### config.mk
export PLATFORM = sky130hd
export DESIGN_NAME = sw_debounce_flat
export DESIGN_NICKNAME = d
export VERILOG_FILES = /design/src/rtl/sw_debounce_pkg.sv /design/src/rtl/sw_debounce_if.sv /design/src/rtl/sw_debounce_bit.sv /design/src/rtl/sw_debounce.sv /design/src/flat_wrapper.sv
export SDC_FILE = /design/constraint.sdc
export NUM_CORES = 1
export LEC_CHECK = 0
export ABC_AREA = 1
export CORE_MARGIN = 5
export CORE_UTILIZATION = 45
export CTS_BUF_LIST = sky130_fd_sc_hd__clkbuf_8
export DETAILED_ROUTE_END_ITERATION = 16
export PLACE_DENSITY = 0.65
export SETUP_SLACK_MARGIN = 0.4
export SLEW_MARGIN = 20
export SYNTH_ARGS = -nofsm -noshare
export SYNTH_HDL_FRONTEND = slang
export SYNTH_SLANG_ARGS = --single-unit
### constraint.sdc
create_clock -name clk -period 1.4 [get_ports clk]
set_clock_uncertainty 0.15 [all_clocks]
set_input_delay 0.28 -clock clk [delete_from_list [all_inputs] [get_ports clk]]
set_output_delay 0.28 -clock clk [all_outputs]
set_load 0.01 [all_outputs]
### src/rtl/sw_debounce_pkg.sv
// Shared constants and types for the slide-switch debouncer.
package sw_debounce_pkg;

    // Number of slide switches on the board.
    localparam int SW_WIDTH_DEFAULT = 7;

    // 10 ms of stability at a 100 MHz system clock.
    localparam int DEBOUNCE_CYCLES_DEFAULT = 1000000;

    // Short filter length so simulations stay quick.
    localparam int DEBOUNCE_CYCLES_TEST = 4;

    // Per-bit filter state: IDLE means the synchronised input matches the
    // stable level; COUNTING means a mismatch is being timed.
    typedef enum logic {
        DB_IDLE     = 1'b0,
        DB_COUNTING = 1'b1
    } db_state_e;

endpackage

### src/rtl/sw_debounce_if.sv
// Switch conditioner bus: raw switches in, debounced levels and edge events out.
interface sw_debounce_if
    import sw_debounce_pkg::*;
#(
    parameter int WIDTH = SW_WIDTH_DEFAULT
) ();

    logic [WIDTH-1:0] sw;
    logic [WIDTH-1:0] sw_stable;
    logic [WIDTH-1:0] sw_rise;
    logic [WIDTH-1:0] sw_fall;
    logic             sw_changed;

    // Board/consumer side: drives raw switches, observes conditioned outputs.
    modport master (
        output sw,
        input  sw_stable,
        input  sw_rise,
        input  sw_fall,
        input  sw_changed
    );

    // Debouncer side.
    modport slave (
        input  sw,
        output sw_stable,
        output sw_rise,
        output sw_fall,
        output sw_changed
    );

endinterface

### src/rtl/sw_debounce_bit.sv
// One switch bit: two-flop synchroniser, stability counter, stable level
// register and single-cycle rise/fall pulses.
module sw_debounce_bit
    import sw_debounce_pkg::*;
#(
    parameter int   DEBOUNCE_CYCLES = DEBOUNCE_CYCLES_DEFAULT,
    parameter logic RESET_VAL       = 1'b0
) (
    input  logic clk,
    input  logic rst_n,
    input  logic sw,
    output logic sw_stable,
    output logic sw_rise,
    output logic sw_fall
);

    localparam int CNT_W = $clog2(DEBOUNCE_CYCLES + 1);
    // Count value on which a persisting mismatch is accepted.
    localparam logic [CNT_W-1:0] CNT_LAST = CNT_W'(DEBOUNCE_CYCLES - 1);

    logic             s1_reg;
    logic             s2_reg;
    logic [CNT_W-1:0] cnt_reg;
    logic [CNT_W-1:0] cnt_next;
    db_state_e        state_reg;
    db_state_e        state_next;
    logic             stable_reg;
    logic             stable_next;
    logic             rise_reg;
    logic             rise_next;
    logic             fall_reg;
    logic             fall_next;

    // Two-flop synchroniser; only s2 is allowed to reach the filter.
    always_ff @(posedge clk or negedge rst_n) begin
        if (!rst_n) begin
            s1_reg <= RESET_VAL;
            s2_reg <= RESET_VAL;
        end else begin
            s1_reg <= sw;
            s2_reg <= s1_reg;
        end
    end

    // Filter state register: counter, state, stable level and edge pulses.
    always_ff @(posedge clk or negedge rst_n) begin
        if (!rst_n) begin
            cnt_reg    <= '0;
            state_reg  <= DB_IDLE;
            stable_reg <= RESET_VAL;
            rise_reg   <= 1'b0;
            fall_reg   <= 1'b0;
        end else begin
            cnt_reg    <= cnt_next;
            state_reg  <= state_next;
            stable_reg <= stable_next;
            rise_reg   <= rise_next;
            fall_reg   <= fall_next;
        end
    end

    // Next-state logic: any match clears the count, and a mismatch that has
    // persisted for DEBOUNCE_CYCLES cycles is accepted with a one-cycle pulse.
    always_comb begin
        cnt_next    = cnt_reg;
        state_next  = state_reg;
        stable_next = stable_reg;
        rise_next   = 1'b0;
        fall_next   = 1'b0;

        if (s2_reg == stable_reg) begin
            cnt_next   = '0;
            state_next = DB_IDLE;
        end else if (cnt_reg == CNT_LAST) begin
            stable_next = s2_reg;
            cnt_next    = '0;
            state_next  = DB_IDLE;
            rise_next   = s2_reg;
            fall_next   = ~s2_reg;
        end else begin
            cnt_next   = cnt_reg + 1'b1;
            state_next = DB_COUNTING;
        end
    end

    assign sw_stable = stable_reg;
    assign sw_rise   = rise_reg;
    assign sw_fall   = fall_reg;

endmodule

### src/rtl/sw_debounce.sv
// Slide-switch conditioner: WIDTH independent debounce channels plus a
// combined "something changed" event flag.
module sw_debounce
    import sw_debounce_pkg::*;
#(
    parameter int               WIDTH           = SW_WIDTH_DEFAULT,
    parameter int               DEBOUNCE_CYCLES = DEBOUNCE_CYCLES_DEFAULT,
    parameter logic [WIDTH-1:0] RESET_VAL       = {WIDTH{1'b0}}
) (
    input  logic               clk,
    input  logic               rst_n,
    sw_debounce_if.slave       bus
);

    logic [WIDTH-1:0] stable_w;
    logic [WIDTH-1:0] rise_w;
    logic [WIDTH-1:0] fall_w;

    // One fully independent channel per switch bit.
    generate
        for (genvar gi = 0; gi < WIDTH; gi++) begin : g_bit
            sw_debounce_bit #(
                .DEBOUNCE_CYCLES (DEBOUNCE_CYCLES),
                .RESET_VAL       (RESET_VAL[gi])
            ) u_bit (
                .clk       (clk),
                .rst_n     (rst_n),
                .sw        (bus.sw[gi]),
                .sw_stable (stable_w[gi]),
                .sw_rise   (rise_w[gi]),
                .sw_fall   (fall_w[gi])
            );
        end
    endgenerate

    assign bus.sw_stable  = stable_w;
    assign bus.sw_rise    = rise_w;
    assign bus.sw_fall    = fall_w;
    // Built from the registered pulses, so it lines up with them exactly.
    assign bus.sw_changed = |(rise_w | fall_w);

endmodule

### src/flat_wrapper.sv
// flat-port wrapper written by rule: the top's interface ports become plain ports
module sw_debounce_flat import sw_debounce_pkg::*;
#(
    parameter int               WIDTH           = SW_WIDTH_DEFAULT,
    parameter int               DEBOUNCE_CYCLES = DEBOUNCE_CYCLES_DEFAULT,
    parameter logic [WIDTH-1:0] RESET_VAL       = {WIDTH{1'b0}}
)
  (clk, rst_n, bus_sw, bus_sw_stable, bus_sw_rise, bus_sw_fall, bus_sw_changed);
  sw_debounce_if #(.WIDTH(WIDTH)) bus_i ();
  input  logic clk;
  input  logic rst_n;
  input wire logic [$bits(bus_i.sw)-1:0] bus_sw;
  output wire logic [$bits(bus_i.sw_stable)-1:0] bus_sw_stable;
  output wire logic [$bits(bus_i.sw_rise)-1:0] bus_sw_rise;
  output wire logic [$bits(bus_i.sw_fall)-1:0] bus_sw_fall;
  output wire logic [$bits(bus_i.sw_changed)-1:0] bus_sw_changed;
  assign bus_i.sw = bus_sw;
  assign bus_sw_stable = bus_i.sw_stable;
  assign bus_sw_rise = bus_i.sw_rise;
  assign bus_sw_fall = bus_i.sw_fall;
  assign bus_sw_changed = bus_i.sw_changed;
  sw_debounce #(.WIDTH(WIDTH), .DEBOUNCE_CYCLES(DEBOUNCE_CYCLES), .RESET_VAL(RESET_VAL)) u_core (.clk(clk), .rst_n(rst_n), .bus(bus_i));
endmodule
# After elaboration in Yosys (flattened, before gate mapping)
# Cells that the tools add are included.
# W data, S select, Z words.
[totals]
elab_cells = 128
inputBits = 9
register_bits = 175
out_inout_bits = 22
[classes]
addsub = 7
n_eq_ne = 14
mux = 42
n_reduce_logical = 8
bitwise_logic = 15
[op_table]
columns = ["cell", "count"]
rows = [
  ["$mux W20", 14],
  ["$add A20 B1 Y20 const B", 7],
  ["$eq A20 B20 Y1 const B", 7],
  ["$mux W1", 28],
  ["$not A1 Y1", 14],
  ["$reduce_and A2 Y1", 7],
  ["$eq A1 B1 Y1", 7],
  ["$or A7 B7 Y7", 1],
  ["$reduce_or A7 Y1", 1],
]

# Longest topological paths before layout
# Gate-level depths: netlist (run 1).
[depth]
word_depth = 3
depth_mapped = 9
ltp_nobuf = 9

# Modules after synthesis
# Synthesis (run 1) repeated with hierarchy kept, for this count alone.
[unflattened]
cells_unflattened = 1147
area_unflattened_um2 = 9545.4
[by_module_without_submodules]
columns = ["mod", "area_each_um2", "cells_per_inst", "instances", "seq_area_each_um2"]
rows = [
  ["sw_debounce_bit", 1356.3, 162, 7, 625.6],
  ["sw_debounce", 51.3, 13, 1, 0.0],
]

# Worst setup path after synthesis (run 1)
# No wires, ideal clock.
[synth_path]
path_kind = "register -> register"
start = "register u_core.g_bit[1].u_bit.cnt_reg[0]"
end = "register u_core.g_bit[1].u_bit.cnt_reg[12]"
slack_ns = -0.066
path_buffers = 0
stages_incl_launch_ff = 9
required_time_ns = 1.129
synth_period_minus_slack_ns = 1.466
setup_ns = 0.121
arrival_ns = 1.195
path_cell_list = "dfrtp_1 -> ha_1 -> nand3_2 -> inv_1 -> nand2_2 -> nor2_1 -> or2_1 -> nand2_1 -> nor2_1"
[synth_between]
elab_chain_len = 3
word_cells_on_any_way = 4
cone_classes = "1 x add/sub; 1 x eq/ne; 2 x mux"
[synth_rtl]
columns = ["element", "line_no", "rtl"]
rows = [
  ["start: declaration", "sw_debounce_bit.sv:23", "logic [CNT_W-1:0] cnt_reg;"],
  ["start signal: assignment", "sw_debounce_bit.sv:54", "cnt_reg <= cnt_next;"],
  ["$add A20 B1 Y20 / $eq A20 B20 Y1 (equally long branches)", "sw_debounce_bit.sv:81, sw_debounce_bit.sv:74", ""],
  ["$mux W20 (*)", "sw_debounce_bit.sv:74", "end else if (cnt_reg == CNT_LAST) begin"],
  ["$mux W20 (*)", "sw_debounce_bit.sv:71", "if (s2_reg == stable_reg) begin"],
  ["net u_core.g_bit[1].u_bit.cnt_next[12]", "sw_debounce_bit.sv:24", "logic [CNT_W-1:0] cnt_next;"],
]
# Mark *: on every way through the listed nets, which the timed path passes. The rest lies on a longest branch.
# A chain may end at the register's enable or synchronous reset.

# Final worst setup path (run 1)
[layout_path]
start = "register u_core.g_bit[0].u_bit.rise_reg"
end = "output port bus_sw_changed"
[layout_between]
elab_chain_len = 2
[layout_rtl]
columns = ["element", "line_no", "rtl"]
rows = [
  ["start: declaration", "sw_debounce_bit.sv:29", "logic rise_reg;"],
  ["start signal: assignment", "sw_debounce_bit.sv:57", "rise_reg <= rise_next;"],
  ["$or A7 B7 Y7", "sw_debounce.sv:40", "assign bus.sw_changed = |(rise_w | fall_w);"],
  ["$reduce_or A7 Y1", "sw_debounce.sv:40", ""],
  ["end: declaration", "flat_wrapper.sv:16", "output wire logic [$bits(bus_i.sw_changed)-1:0] bus_sw_changed;"],
]
# Every way passes these cells.

==> results of run 1 <==
Yosys cell counts (5+ instances only):
cell	number
a21oi_1	22
buf_4	21
dfrtp_1	175
ha_1	7
inv_1	105
nand2_1	189
nand2_2	13
nand3_1	120
nand3_2	13
nand4_1	13
nor2_1	312
nor2_2	22
nor2_4	11
nor3_1	31
o21ai_0	5
o21ai_1	5
xnor2_1	24
xor2_1	46
power breakdown:
| part | total, W | internal [W] | switching, W |
|---|---|---|---|
| sequential | 0.00522 | 0.00512 | 0.0000954 |
| combinational | 0.000707 | 0.000310 | 0.000397 |
| clock | 0.00350 | 0.00165 | 0.00185 |
layout by cell type (no fill, tap or decap), types with 12 or more instances in the layout:
cell | netlist | final
nor2_2 | 22 | 77
xnor2_1 | 24 | 18
nand3_4 | 0 | 27
nand3_2 | 13 | 67
nor3_4 | 0 | 12
nor2_1 | 312 | 162
nand2_2 | 13 | 33
dfrtp_1 | 175 | 149
nand4_1 | 13 | 13
inv_2 | 4 | 21
nor2_4 | 11 | 106
a21oi_1 | 22 | 19
dfrtp_2 | 0 | 26
inv_1 | 105 | 78
buf_4 | 21 | 188
nor3_2 | 3 | 16
nand2_4 | 0 | 25
nand2_1 | 189 | 141
nand3_1 | 120 | 42
clkbuf_8 | 0 | 20
xor2_1 | 46 | 37
buf_6 | 2 | 125
inv_4 | 0 | 14
layer usage:
layer	GRT usage (%)	vias up	part of all wire (%)	wire, um
met1	27.55	4376	42	11550
met4	6.194	0	2.2	600
li1	-	4354	-	-
met3	4.891	58	3.9	1082
met2	36.21	198	52	14230
met5	0	-	0	0
path summary, 6_finish.rpt:
kind	start	endpoint	slack, ns	cells after the start
worst max-delay path	u_core.g_bit[0].u_bit.sw_rise$_DFF_PN0_	bus_sw_changed	-0.61	3
worst min-delay path	bus_sw[6]	u_core.g_bit[6].u_bit.s1_reg$_DFF_PN0_	0.1	1
worst max register to register	u_core.g_bit[5].u_bit.cnt_reg[0]$_DFF_PN0_	u_core.g_bit[5].u_bit.cnt_reg[1]$_DFF_PN0_	-0.21	6
worst min register to register	u_core.g_bit[4].u_bit.s1_reg$_DFF_PN0_	u_core.g_bit[4].u_bit.s2_reg$_DFF_PN0_	0.20	0
max in group asynchronous	rst_n	u_core.g_bit[0].u_bit.s2_reg$_DFF_PN0_	0.44	3
min in group asynchronous	rst_n	u_core.g_bit[1].u_bit.cnt_reg[2]$_DFF_PN0_	0.12	2
per-stage QoR:
step                std cells  power (W)  hold WS, ns  utilization, %  area (um2)
floorplan                1166   0.005495      -0.1656               -        9774
global placement         1620   0.005740      0.04884           57.51       11600
detailed placement       1620   0.005756      0.04933           57.51       11600
CTS                      1720   0.009390      0.06895           67.78       13670
global route             1777   0.009846      0.06555           74.93       15110
finish                   1777   0.009428      0.09672           74.93       15110
cell families (layout without fill, tap and decap cells):
group | after synthesis | count (layout)
xor gates and xnor gates | 70 | 70
and+or+nand+nor | 744 | 747
AOI/OAI and AO/OA | 35 | 35
adders and majority gates | 7 | 7
buffers and inverters | 135 | 473
DFF | 175 | 175
worst reg2reg max path, cell delays in order (launching register included):
cell and delay, ns:
dfrtp_1 0.43, ha_4 0.17, nand3_4 0.10, nor2_4 0.23, nand3_4 0.19, nand2_8 0.19
nor2_2 0.05
area by class of cell:
class	instances	share of cell area, %
Timing Repair Buffer	333	20.13
Clock buffer	19	1.730
Tap cell	270	2.235
Clock inverter	12	0.7948
Multi-Input combinational cell	859	42.98
Inverter	109	2.939
Sequential cell	175	29.19
repair_timing:
item	CTS	global route
pin swaps	127	136
endpoints found under the hold margin	175	0
setup endpoints to repair	183	183
buffers inserted	63	56
gates resized for setup	397	265
gates cloned	5	1
hold buffers	1	0
==> reports/results.ini, run 1 <==
[layout]
multi_input_area_um2=6495
layout.nets=1511
fill_cells=1294
antennaDiodeCount=0
regArea_um2=4412
largest_reg_flops=140
drive_above_1_share_pct=54.61
area_growth_pct=64.18

[floorplanning]
ios=31
rows=52
core_um2=20170
die-area_um2=23420
initial_utilization_pct=45.64
die_h_um=153.0
fp.dieW_um=153.0

[clock_network]
clock_sinks=175
htreeDepth=4
insertion_delay_ns=0.47
clk_path_buf_depth=2
cts-root-buf=clkbuf_8
cts_buffers=17
cts_tree=yes
clkTransAtPathRegs_ns=0.09

[placed_design]
place_hpwl_mm=16.08
io_buffers=30
gp_congestion=0.8990
dpl_worst_slack_ns=-0.4657

[hold_path]
hp-class=in -> reg

[synthesis]
yosys.area.top_type=dfrtp_1
syn-cell-area_um2=9205
synth_seq_cells=175
synth_top_family_by_area=simple AND/OR/NAND/NOR gates
synth_top_cell_area_share_pct=47.57
synth.mux.area_fraction_pct=0
ys_types=31
ys_warn_count=0
avgSynthCellArea_um2=7.895
syn-num-nets=1182
synth_fa_ha_area_share_pct=0.9515
yosysSeqAreaShare_pct=47.57
synth_compound_area_share_pct=1.971
async_reset_ff_share_pct=100.0
synth-edff-count=0
ys_top_cells_by_area=dfrtp_1 48%, nor2_1 13%, nand2_1 7.7%
syn_inst=1166
yosys.area_share.simple_pct=36.31
synth_xor_xnor_area_share_pct=6.660
synth_ff_type=dfrtp_1

[sta]
drv_slew=0
tightest_slew_ns=0.3256
finalSetupViolCount=156
hold_viol=0
fin_crit_sh_pct=143.6
period_needed_ns=2.011
slew-limit-headroom_pct=78.14
clock.fmax_ghz=0.4973
fin_setup_tns_ns=-16.01
setup_ws_ns=-0.6107
rsz0062_at_grt=yes

[drt]
drc=0
vias_per_cell=5.057
finalWirelength_mm=27.46
drtIter0Drc=518
wl_per_cell_um=15.45
vias=8986
first_pass_iters=5
ant_nets=0

[global_route]
antenna_found_initial=0
track_usage_pct=21.39
grt_pass1_wl_mm=41.78
grt_max_degree=36
grt_overflow_total=0
grt_pass1_vias=8774

[critical_path]
worstPathBufferInverterCount=1
cpLargestDelayFamily=simple AND/OR/NAND/NOR gates
path_max_fanout=2
cp.arrival_ns=1.58
crit_path_end_kind=output port
critPathMaxStageDelay_ns=0.42
startpoint_type=flop
criticalPathCategory=reg -> out
path_cells=nor4_2 > nand4_1 > buf_2
crit_required_ns=0.97
crit_slowest_cell=dfrtp_1

[flow_run]
drv_cap=0

[pwr]
p_leak_nw=6.454
vdd_drop_max_v=0.0005840
power.density_nw_per_um2=623.9

[run_status]
status=finished, violations left
violations=setup timing

No activity file was read; power rests on OpenSTA's default activity.
==> run 2, diff against run 1 <==
Settings changed: SLEW_MARGIN 20 to 30.
Clock period 1.4 ns to 1.8 ns, I/O delays scaled along.
==> reports/results.ini, run 2 (synthesis results as in run 1) <==
[run_status]
status=finished, violations left  ; unchanged
violations=setup timing  ; unchanged

[layout]
area_growth_pct=46.46  ; was 64.18%
fin_cells=1632  ; was 1777
postLayoutCellArea_um2=13480  ; was 15110 um2
drive_above_1_share_pct=45.37  ; was 54.61%
final_cell_mix=184 x nor2_1, 151 x nand2_1, 140 x dfrtp_1  ; was 188 x buf_4, 162 x nor2_1, 149 x dfrtp_1
antennaDiodeCount=0  ; unchanged
largest_reg_flops=140  ; unchanged
layout.nets=1365  ; was 1511
mostFrequentLayoutCell=nor2_1  ; was buf_4

[critical_path]
startpoint=u_core.g_bit[6].u_bit.sw_fall$_DFF_PN0_  ; was u_core.g_bit[0].u_bit.sw_rise$_DFF_PN0_
regToRegStartpoint=u_core.g_bit[4].u_bit.cnt_reg[1]$_DFF_PN0_  ; was u_core.g_bit[5].u_bit.cnt_reg[0]$_DFF_PN0_
path_max_fanout=2  ; unchanged
criticalPathCategory=reg -> out  ; unchanged
crit_path_end_kind=output port  ; unchanged
worst-path-stages=4  ; was 3
cpLargestDelayFamily=simple AND/OR/NAND/NOR gates  ; unchanged
path_cells=nor4_4 > buf_4 > nand4_1 > buf_2  ; was nor4_2 > nand4_1 > buf_2
crit_slowest_cell=dfrtp_1  ; unchanged
crit_end=bus_sw_changed  ; unchanged
r2r_slack_ns=0.18  ; was -0.21 ns
r2r-end=u_core.g_bit[4].u_bit.cnt_reg[9]$_DFF_PN0_  ; was u_core.g_bit[5].u_bit.cnt_reg[1]$_DFF_PN0_
crit_required_ns=1.29  ; was 0.97 ns
reg2reg_depth=7  ; was 6
worstPathBufferInverterCount=2  ; was 1
critPathMaxStageDelay_ns=0.41  ; was 0.42 ns
startpoint_type=flop  ; unchanged
cp.arrival_ns=1.59  ; was 1.58 ns

[drt]
drtIter0Drc=339  ; was 518
vias=8334  ; was 8986
wl_per_cell_um=14.71  ; was 15.45 um
finalWirelength_mm=24.00  ; was 27.46 mm
vias_per_cell=5.107  ; was 5.057
first_pass_iters=5  ; unchanged
ant_nets=0  ; unchanged
drc=0  ; unchanged

[sta]
drv_slew=0  ; unchanged
clock.fmax_ghz=0.4753
fin_crit_sh_pct=116.9
hold_viol=0  ; unchanged
period_needed_ns=2.104
finalSetupViolCount=1  ; was 156
slew-limit-headroom_pct=69.37  ; was 78.14%
rsz0062_at_grt=yes  ; unchanged
whs_ns=0.1811  ; was 0.09672 ns
setup_ws_ns=-0.3038  ; was -0.6107 ns
tightest_slew_ns=0.4594  ; was 0.3256 ns

[hold_path]
hp-class=in -> reg  ; unchanged

[clock_network]
cts_tree=yes  ; unchanged
htreeDepth=4  ; unchanged
insertion_delay_ns=0.47  ; about the same
cts-root-buf=clkbuf_8  ; unchanged
cts_buffers=17  ; unchanged
clock_sinks=175  ; unchanged
clkTransAtPathRegs_ns=0.08  ; was 0.09 ns
clk_path_buf_depth=2  ; unchanged

[placed_design]
dpl_worst_slack_ns=-0.3873  ; was -0.4657 ns
postPlaceCellArea_um2=9972  ; was 11600 um2
io_buffers=30  ; unchanged
gp_congestion=0.8581  ; was 0.8990
place_hpwl_mm=14.06  ; was 16.08 mm
dpl.cell_count=1466  ; was 1620

[floorplanning]
rows=52  ; unchanged
initial_utilization_pct=45.64  ; unchanged
core_um2=20170  ; unchanged
die-area_um2=23420  ; unchanged
die_h_um=153.0  ; unchanged
ios=31  ; unchanged
fp.dieW_um=153.0  ; unchanged

[flow_run]
drv_cap=0  ; unchanged

[global_route]
grt_overflow_total=0  ; unchanged
antenna_found_initial=0  ; unchanged
grt_pass1_vias=7829  ; was 8774
track_usage_pct=18.45  ; was 21.39%
grt_pass1_wl_mm=36.19  ; was 41.78 mm
grt_max_degree=50  ; was 36

[pwr]
p_leak_nw=5.486  ; was 6.454 nW
vdd_drop_max_v=0.0004835  ; was 0.0005840 V
power.density_nw_per_um2=523.5  ; was 623.9 nW/um2

## run 2: how the worst min path moves through the flow
stage	start	end	slack, ns	cells after the start
global placement	u_core.g_bit[5].u_bit.s1_reg$_DFF_PN0_	u_core.g_bit[5].u_bit.s2_reg$_DFF_PN0_	0.18	0
CTS	bus_sw[4]	u_core.g_bit[4].u_bit.s1_reg$_DFF_PN0_	0.15	1
finish	bus_sw[4]	u_core.g_bit[4].u_bit.s1_reg$_DFF_PN0_	0.18	1
detailed placement	u_core.g_bit[4].u_bit.s1_reg$_DFF_PN0_	u_core.g_bit[4].u_bit.s2_reg$_DFF_PN0_	0.19	0
floorplan	rst_n	u_core.g_bit[0].u_bit.cnt_reg[0]$_DFF_PN0_	-0.09	0
global route	bus_sw[4]	u_core.g_bit[4].u_bit.s1_reg$_DFF_PN0_	0.15	1
## run 2: what timing repair did
action / 4_1_cts / 5_1_grt
pin swaps: 107 / 135
gates resized for setup: 333 / 344
hold buffers: 1 / 0
endpoints found under the hold margin: 43 / 0
gates cloned: 3 / 3
setup buffers: 73 / 54
setup endpoints to repair: 146 / 175
## run 2: power breakdown
part	switching (W)	internal, W	total (W)
logic	0.000310	0.000232	0.000542
registers	0.0000722	0.00398	0.00406
clock network	0.00142	0.00104	0.00246
## run 2: area by class of cell
type	count	area (um2)
Clock buffer	20	275.3
Clock inverter	12	73.82
Fill cell	1492	6688
Inverter	109	465.4
Multi-Input combinational cell	858	6166
Sequential cell	175	4423
Tap cell	270	337.8
Timing Repair Buffer	188	1740
## run 2: per-stage QoR
stage | utilization (%) | power (W) | TNS (ns)
CTS | 58.56 | 0.006986 | -0.3991
detailed placement | 49.44 | 0.004413 | -0.3873
floorplan | - | 0.004228 | 0
finish | 66.84 | 0.007058 | -0.3038
global placement | 49.44 | 0.004401 | -0.4141
global route | 66.84 | 0.007370 | -0.4618
## run 2: layer usage
| metal | GRT usage, % | share of wire, % |
|---|---|---|
| met1 | 24.65 | 43 |
| met2 | 30.91 | 51 |
| met3 | 3.308 | 4.2 |
| met4 | 5.303 | 1.8 |
| met5 | 0 | 0 |
